**config.mk**
```make
export PLATFORM = sky130hd
export DESIGN_NAME = imm_gen_stage
export DESIGN_NICKNAME = d
export VERILOG_FILES = /design/src/rtl/imm_pkg.sv /design/src/rtl/imm_decode.sv /design/src/rtl/imm_gen_stage.sv
export SDC_FILE = /design/constraint.sdc
export NUM_CORES = 1
export LEC_CHECK = 0
export CORE_ASPECT_RATIO = 0.75
export CORE_UTILIZATION = 57
export CTS_BUF_LIST = sky130_fd_sc_hd__clkbuf_4
export DETAILED_ROUTE_END_ITERATION = 10
export PLACE_DENSITY = 0.93
export SYNTH_ARGS = -nofsm -noshare
export SYNTH_HDL_FRONTEND = slang
export SYNTH_HIERARCHICAL = 1
export SYNTH_SLANG_ARGS = --single-unit
```
**constraint.sdc**
```tcl
create_clock -name clk -period 3.4 [get_ports clk]
set_clock_uncertainty 0.15 [all_clocks]
set_input_delay 1.02 -clock clk [delete_from_list [all_inputs] [get_ports clk]]
set_output_delay 1.02 -clock clk [all_outputs]
set_load 0.005 [all_outputs]
```
**src/rtl/imm_pkg.sv**
```systemverilog
// Shared encodings and storage entry for the decode-stage immediate generator.
package imm_pkg;

  localparam logic [2:0] IMM_NONE  = 3'd0;
  localparam logic [2:0] IMM_I     = 3'd1;
  localparam logic [2:0] IMM_S     = 3'd2;
  localparam logic [2:0] IMM_B     = 3'd3;
  localparam logic [2:0] IMM_U     = 3'd4;
  localparam logic [2:0] IMM_J     = 3'd5;
  localparam logic [2:0] IMM_Z     = 3'd6;
  localparam logic [2:0] IMM_SHAMT = 3'd7;

  localparam int IMM_MAX_W = 64;
  localparam int TAG_MAX_W = 16;

  // Sized for the widest configuration; narrower builds leave upper bits at zero.
  typedef struct packed {
    logic [IMM_MAX_W-1:0] imm;
    logic [TAG_MAX_W-1:0] tag;
  } imm_entry_t;

endpackage

```
**src/rtl/imm_decode.sv**
```systemverilog
// Combinational immediate extraction and extension to XLEN bits.
module imm_decode
  import imm_pkg::*;
#(
  parameter int XLEN = 32
) (
  input  logic [31:7]     instr,
  input  logic [2:0]      imm_op,
  output logic [XLEN-1:0] imm
);

  always_comb begin
    imm = '0;
    case (imm_op)
      IMM_I:     imm = XLEN'($signed(instr[31:20]));
      IMM_S:     imm = XLEN'($signed({instr[31:25], instr[11:7]}));
      IMM_B:     imm = XLEN'($signed({instr[31], instr[7], instr[30:25], instr[11:8], 1'b0}));
      IMM_U:     imm = XLEN'($signed({instr[31:12], 12'b0}));
      IMM_J:     imm = XLEN'($signed({instr[31], instr[19:12], instr[20], instr[30:21], 1'b0}));
      IMM_Z:     imm = XLEN'(instr[19:15]);
      IMM_SHAMT: imm = (XLEN == 64) ? XLEN'(instr[25:20]) : XLEN'(instr[24:20]);
      default:   imm = '0;
    endcase
  end

endmodule

```
**src/rtl/imm_gen_stage.sv**
```systemverilog
// Registered immediate generator: decode on accept, then a two-entry skid
// buffer so out_ready never reaches in_ready combinationally.
module imm_gen_stage
  import imm_pkg::*;
#(
  parameter int XLEN  = 32,
  parameter int TAG_W = 5
) (
  input  logic             clk,
  input  logic             rst_n,
  input  logic             flush,
  input  logic             in_valid,
  output logic             in_ready,
  input  logic [31:0]      in_instr,
  input  logic [2:0]       in_imm_op,
  input  logic [TAG_W-1:0] in_tag,
  output logic             out_valid,
  input  logic             out_ready,
  output logic [XLEN-1:0]  out_imm,
  output logic [TAG_W-1:0] out_tag
);

  generate
    if ((XLEN != 32 && XLEN != 64) || TAG_W < 1 || TAG_W > TAG_MAX_W) begin : g_bad_param
      $error("imm_gen_stage: XLEN must be 32 or 64 and TAG_W within 1..16");
    end
  endgenerate

  logic [XLEN-1:0] dec_imm;
  imm_entry_t      new_e, main_q, skid_q;
  logic            main_v, skid_v;
  logic            accept, pop;

  imm_decode #(.XLEN(XLEN)) u_dec (
    .instr  (in_instr[31:7]),
    .imm_op (in_imm_op),
    .imm    (dec_imm)
  );

  always_comb begin
    new_e                 = '0;
    new_e.imm[XLEN-1:0]   = dec_imm;
    new_e.tag[TAG_W-1:0]  = in_tag;
  end

  assign accept = in_valid && in_ready;
  assign pop    = main_v && out_ready;

  // in_ready is only ever low with skid full, so an accept never meets a full skid.
  always_ff @(posedge clk or negedge rst_n) begin
    if (!rst_n) begin
      main_v <= 1'b0;
      skid_v <= 1'b0;
      main_q <= '0;
      skid_q <= '0;
    end else if (flush) begin
      main_v <= 1'b0;
      skid_v <= 1'b0;
    end else if (pop && skid_v) begin
      main_q <= skid_q;
      skid_v <= 1'b0;
    end else if (accept && (!main_v || pop)) begin
      main_q <= new_e;
      main_v <= 1'b1;
    end else if (accept) begin
      skid_q <= new_e;
      skid_v <= 1'b1;
    end else if (pop) begin
      main_v <= 1'b0;
    end
  end

  assign in_ready  = !skid_v;
  assign out_valid = main_v;
  assign out_imm   = main_q.imm[XLEN-1:0];
  assign out_tag   = main_q.tag[TAG_W-1:0];

  logic unused_bits;
  assign unused_bits = ^{in_instr[6:0], main_q.imm, main_q.tag};

endmodule

```
==> flow_summary_export.csv, run 1 <==
group,metric,value,unit
sta,max-slew-margin-rel,0.3594,
cts,clkLatencyLatePin,0.43,ns
sta,finalSetupTns,0,ns
route,route.vias.total,2618,
route,routed_wl,8236,um
min_path,hold_path.class,"flop to flop",
yosys,synth.avg_cell_area,13.30,sq um
pwr,switching_power,0.6219,mW
pwr,share_seq_of_total_power,0.498,
yosys,synth_area_leader_cell,"dfrtp_1",
critical_path,crit_chain,"clkdlybuf4s50_1 -> nor2b_2 -> or2_1 -> and2_1 -> mux2_2 -> mux2_2",
global_route,grt_max_degree,77,
sta,rsz0062_at_grt,"no",
critical_path,worstSetupPathType,"input pin to flop",
layout,nets,409,
route,first_pass_iters,4,
floorplanning,rows,25,
yosys,netlist_area,0.003830,sq mm
run_status,status,"finished clean",
global_route,antenna_found_initial,0,
sta,setup_violations,0,
critical_path,cpPeakStageDelay,0.56,ns
placed_design,place.gp.congestion,0.8494,
sta,worstMarginPinSlew,0.9609,ns
floorplanning,die_x,96.65,um
layout,layout-drive-gt1-share,0.3902,
route,drc,0,
sta,fmax,0.3674,GHz
critical_path,arrival,2.90,ns
layout,areaGrowthSynthToFinish,25.84,%
floorplanning,start_util,0.6002,
global_route,grt_usage,0.2502,
cts,clock-root-buffer,"clkbuf_4",
placed_design,dp_hpwl,5575,um
floorplanning,num_io_pins,84,
yosys,synth.distinct_cells,31,
critical_path,cp-end-kind,"flop",
floorplanning,dieArea,0.007054,sq mm
placed_design,portBuffers,76,
sta,period_minus_slack,2.722,ns
critical_path,worst_path_max_delay_cell,"clkdlybuf4s50_1",
sta,finalHoldViolations,0,
yosys,syn_inst,288,
yosys,seq_area_frac_synth,0.4966,
critical_path,path_max_fanout,8,
yosys,synth-seq-cells,76,
yosys,ys_warn_count,6,
pwr,fin_total_pwr,2.417,mW
route,via_per_inst,5.818,
cts,numCtsBuffers,9,
pwr,leakage,2.151,nW
route,antenna_left,0,
pwr,power_density,501.5,mW/mm^2
layout,final_util,0.7553,
global_route,grt_pass1_wl,13390,um
yosys,synth.top_cell.area_share,0.4966,
cts,cts_tree,"yes",
cts,postCtsHoldBufs,0,
cts,cts_resized,0,
cts,clock_path_buffers,2,
floorplanning,core,0.006381,sq mm
critical_path,required,3.58,ns
global_route,grt_pass1_vias,2636,
pwr,p_int,1.795,mW
cts,cts_max_level,3,
pwr,ir_drop,0.3636,mV
route,drtIter0Drc,174,
yosys,synth.area.top_cells,"dfrtp_1 (50%), mux2_2 (33%), a21oi_1 (1.8%), o21ai_1 (1.6%), a21o_1 (1.6%)",
route,wire_per_inst,18.30,um
floorplanning,dieHeight,72.99,um
critical_path,crit_top_cell,"mux2_2",
pwr,combPwrFrac,0.250,
pwr,pwr-share-clk,0.252,
cts,cts.clk_slew.worst_paths,0.11,ns
sta,drv_slew,0,
pwr,switching_share,0.2573,
cts,cts_setup_buffers,0,
yosys,syn_nets,333,
global_route,overflow,0,
layout,antenna_cells,0,
critical_path,worstSetupStartpointType,"input pin",
cts,cts_sinks,76,
flow_run,cap_violations,0,
sta,min_period_over_period,0.8006,
final timing paths:
path,startpoint,endpoint,slack (ns),cells after the start
worst max-delay path,in_imm_op[1],out_imm[10],0.68,6
worst min-delay path,skid_q[0],skid_q[0],0.36,1
worst min register to register,skid_q[0],skid_q[0],0.36,1
max in group asynchronous,rst_n,out_valid,1.91,1
min in group asynchronous,rst_n,skid_q[26],0.57,1
worst max register to register,skid_v,skid_q[30],1.51,4
cell families after synthesis:
family                 count (synthesis)  share of synthesized area
AND/OR/NAND/NOR                       29                    0.05129
flip-flops                            76                     0.4966
multiplexers                         113                     0.3316
AO/OA/AOI/OAI                         48                    0.08298
buffers and inverters                 22                    0.03757
cell type report:
cell class | count | area, sq um
Fill cell | 424 | 1562
Sequential cell | 76 | 1902
Inverter | 3 | 11.26
Clock inverter | 7 | 91.34
Timing Repair Buffer | 84 | 855.8
Multi-Input combinational cell | 190 | 1790
Tap cell | 81 | 101.3
Clock buffer | 9 | 67.56
Yosys cell counts:
cell / count
a221oi_4: 1
nor2_1: 2
nor4b_1: 1
buf_4: 8
nor2b_4: 1
and2_1: 8
o21ai_0: 1
mux2_2: 111
o21ai_1: 12
dfrtp_1: 76
buf_2: 7
or2_1: 1
nor3b_4: 1
nand3_1: 1
nand3_2: 1
inv_1: 3
nor2b_1: 2
a32oi_1: 4
a21o_1: 8
nand2_1: 7
nand4_1: 1
nand2b_4: 1
buf_6: 3
clkbuf_1: 1
a31o_1: 1
a21oi_1: 14
mux2i_1: 2
a22oi_1: 4
a211oi_1: 2
nor2b_2: 2
o21a_1: 1
cell usage in the layout, fill, tap and decap left out:
| cell type | netlist | final |
|---|---|---|
| o21ai_1 | 12 | 12 |
| a22oi_1 | 4 | 4 |
| nand3_2 | 1 | 1 |
| buf_12 | 0 | 3 |
| nand2b_4 | 1 | 1 |
| mux2i_1 | 2 | 2 |
| clkinv_2 | 0 | 3 |
| inv_1 | 3 | 3 |
| nor2b_2 | 2 | 2 |
| nand3_1 | 1 | 1 |
| a31o_1 | 1 | 1 |
| clkdlybuf4s50_1 | 0 | 75 |
| clkinvlp_4 | 0 | 1 |
| dfrtp_1 | 76 | 76 |
| clkbuf_4 | 0 | 9 |
| nand2_1 | 7 | 7 |
| nor4b_2 | 0 | 1 |
| mux2_2 | 111 | 111 |
| nor3b_4 | 1 | 1 |
| a32oi_1 | 4 | 4 |
| nor2b_1 | 2 | 2 |
| a21oi_1 | 14 | 14 |
| and2_1 | 8 | 8 |
| nand4_1 | 1 | 1 |
| nor2b_4 | 1 | 1 |
| or2_1 | 1 | 1 |
| buf_4 | 8 | 6 |
| o21a_1 | 1 | 1 |
| o21ai_0 | 1 | 1 |
| bufinv_16 | 0 | 2 |
| clkinv_4 | 0 | 1 |
| a21o_1 | 8 | 8 |
| nor2_1 | 2 | 2 |
| a221oi_4 | 1 | 1 |
| a211oi_1 | 2 | 2 |
critical path: cells and delay by family:
| kind | cells | cell delay [ns] |
|---|---|---|
| multiplexers | 2 | 0.52 |
| AND/OR/NAND/NOR | 3 | 0.79 |
| buffers and inverters | 1 | 0.56 |
sequential cells by signal, summed over array words and instances, names as in the netlist:
register   flops
out_tag        5
skid_v         1
skid_q        37
out_imm       32
out_valid      1
metrics by stage:
| stage | instances | setup slack (ns) | cell area, sq um | hold WS (ns) |
|---|---|---|---|---|
| 4_1_cts | 450 | 0.6795 | 4820 | 0.3719 |
| 3_5_place_dp | 434 | 0.2504 | 4661 | 0.3446 |
| 2_1_floorplan | 288 | 0.8822 | 3830 | 0.3266 |
| 6_report | 450 | 0.6781 | 4820 | 0.3640 |
| 3_3_place_gp | 434 | 0.2808 | 4661 | 0.3343 |
| 5_1_grt | 450 | 0.6163 | 4820 | 0.3795 |
layer usage:
| layer | vias up | share of wire | wire, um | GRT usage |
|---|---|---|---|---|
| met5 | - | 0 | 0 | 0 |
| met2 | 97 | 0.46 | 3805 | 0.3920 |
| met4 | 0 | 0.020 | 161 | 0.08955 |
| met1 | 1300 | 0.46 | 3803 | 0.3327 |
| li1 | 1207 | - | - | - |
| met3 | 14 | 0.057 | 466 | 0.07854 |
power by group through the flow:
stage / Sequential, mW / Clock [mW] / Combinational (mW)
finish: 1.20 / 0.609 / 0.605
global route: 1.23 / 0.662 / 0.650
CTS: 1.21 / 0.629 / 0.610
detailed placement: 1.22 / 0 / 0.605
global placement: 1.20 / 0 / 0.586
floorplan: 1.20 / 0 / 0.297
Power figures use the tool's default switching activity.
==> run 2, diff against run 1 <==
--- a/config.mk
+++ b/config.mk
@@ -6,10 +6,10 @@
 export NUM_CORES = 1
 export LEC_CHECK = 0
 export CORE_ASPECT_RATIO = 0.75
-export CORE_UTILIZATION = 57
+export CORE_UTILIZATION = 52
 export CTS_BUF_LIST = sky130_fd_sc_hd__clkbuf_4
 export DETAILED_ROUTE_END_ITERATION = 10
-export PLACE_DENSITY = 0.93
+export PLACE_DENSITY = 0.86
 export SYNTH_ARGS = -nofsm -noshare
 export SYNTH_HDL_FRONTEND = slang
 export SYNTH_HIERARCHICAL = 1
==> constraint.sdc (replaced) <==
create_clock -name clk -period 2.58 [get_ports clk]
set_clock_uncertainty 0.15 [all_clocks]
set_input_delay 0.774 -clock clk [delete_from_list [all_inputs] [get_ports clk]]
set_output_delay 0.774 -clock clk [all_outputs]
set_load 0.005 [all_outputs]
==> flow_summary_export.csv, run 2 (same netlist as run 1, synthesis figures left out) <==
group,metric,value,unit
global_route,grt_usage,0.2405,
floorplanning,dieHeight,76.33,um
cts,cts_max_level,3,
layout,final_cell_mix,"mux2_2 (111), dfrtp_1 (76), clkdlybuf4s50_1 (75)",
cts,clock_path_buffers,2,
sta,drv_slew,0,
sta,finalHoldViolations,0,
sta,hold_slack,0.1501,ns
pwr,share_seq_of_total_power,0.497,
sta,min_period_over_period,0.9515,
sta,finalSetupTns,0,ns
critical_path,required,2.79,ns
critical_path,path_max_fanout,10,
cts,cts.clk_slew.worst_paths,0.11,ns
placed_design,portBuffers,76,
cts,postCtsHoldBufs,0,
pwr,ir_drop,0.4105,mV
floorplanning,num_io_pins,84,
cts,numCtsBuffers,9,
cts,clock-root-buffer,"clkbuf_4",
critical_path,reg2regPathDepth,4,
flow_run,cap_violations,0,
route,first_pass_iters,4,
cts,cts_tree,"yes",
sta,fmax,0.4074,GHz
pwr,leakage,2.229,nW
critical_path,worstReg2RegStart,"skid_v",
global_route,grt_pass1_wl,13920,um
placed_design,dp_hpwl,5989,um
critical_path,worstSetupStartpointType,"input pin",
placed_design,placed_area,0.004837,sq mm
global_route,grt_pass1_vias,2825,
layout,final_util,0.7169,
route,routed_wl,8296,um
layout,areaGrowthSynthToFinish,30.32,%
layout,largest_register_ffs,37,
pwr,pwr-share-clk,0.247,
cts,cts_setup_buffers,0,
route,wire_per_inst,17.25,um
cts,cts_resized,0,
floorplanning,core,0.006962,sq mm
floorplanning,dieArea,0.007716,sq mm
placed_design,dp.cells,465,
placed_design,place.gp.congestion,0.8855,
layout,stdcell_area,0.004991,sq mm
pwr,switching_power,0.7993,mW
layout,nets,423,
min_path,hold_path.class,"input pin to asynchronous set/reset pin",
pwr,power_density,638.5,mW/mm^2
cts,clkLatencyLatePin,0.42,ns
sta,max-slew-margin-rel,0.4825,
route,antenna_left,0,
critical_path,cp-end-kind,"flop",
sta,period_minus_slack,2.455,ns
sta,rsz0062_at_grt,"no",
pwr,switching_share,0.2508,
global_route,grt_max_degree,38,
critical_path,worstSetupPathType,"input pin to flop",
sta,setup_violations,0,
sta,setup_slack,0.1252,ns
sta,worstMarginPinSlew,0.7747,ns
pwr,fin_total_pwr,3.187,mW
route,route.vias.total,2655,
pwr,combPwrFrac,0.256,
cts,cts_sinks,76,
route,via_per_inst,5.520,
pwr,p_int,2.387,mW
floorplanning,rows,26,
route,drc,0,
layout,stdcell_count,481,
floorplanning,start_util,0.5501,
route,drtIter0Drc,127,
floorplanning,die_x,101.1,um
layout,antenna_cells,0,
run_status,status,"finished clean",
global_route,antenna_found_initial,0,
placed_design,place_ws,-0.2716,ns
layout,final_common_cell,"mux2_2",
critical_path,ff2ff_setup_slack,0.73,ns
critical_path,arrival,2.66,ns
layout,regMostFlops,"skid_q",
layout,layout-drive-gt1-share,0.4047,
critical_path,worstReg2RegEnd,"out_imm[23]",
global_route,overflow,0,
run 2: layout make-up:
type / count / area, sq um
Clock buffer: 10 / 75.07
Sequential cell: 76 / 1902
Fill cell: 506 / 1971
Timing Repair Buffer: 98 / 1011
Tap cell: 98 / 122.6
Clock inverter: 6 / 78.83
Inverter: 3 / 11.26
Multi-Input combinational cell: 190 / 1790
run 2: power groups by stage:
stage	Combinational (mW)	Clock [mW]	Sequential (mW)
detailed placement	0.821	0	1.61
global route	0.885	0.864	1.62
CTS	0.826	0.816	1.59
floorplan	0.391	0	1.58
finish	0.817	0.786	1.58
global placement	0.796	0	1.59
run 2: how the worst max path moves through the flow:
stage / from / to / slack, ns / cells past startpoint
after floorplan: in_imm_op[0] / out_imm[10] / 0.31 / 6
after global placement: in_imm_op[1] / out_imm[31] / -0.26 / 6
after detailed placement: in_imm_op[1] / out_imm[18] / -0.27 / 6
after CTS: out_valid / out_valid / 0.13 / 1
after global routing: out_valid / out_valid / 0.06 / 1
final: in_imm_op[1] / out_imm[19] / 0.13 / 6
run 2: critical path, stage by stage:
cell             delay (ns)
clkdlybuf4s50_1        0.53
buf_4                  0.21
nor2b_1                0.60
a21o_1                 0.25
mux2_2                 0.16
mux2_2                 0.13
run 2: routing by layer:
metal | vias up | GRT usage | part of all wire
li1 | 1232 | - | -
met1 | 1325 | 0.3207 | 0.45
met2 | 80 | 0.3741 | 0.48
met3 | 18 | 0.06330 | 0.051
met4 | 0 | 0.09565 | 0.019
met5 | - | 0 | 0
==> run 3, diff against run 2 <==
--- a/config.mk
+++ b/config.mk
@@ -5,6 +5,7 @@
 export SDC_FILE = /design/constraint.sdc
 export NUM_CORES = 1
 export LEC_CHECK = 0
+export CAP_MARGIN = 20
 export CORE_ASPECT_RATIO = 0.75
 export CORE_UTILIZATION = 52
 export CTS_BUF_LIST = sky130_fd_sc_hd__clkbuf_4
==> results of run 3 <==
Same layout as run 2: the final DEF is identical, and so are final timing and power.
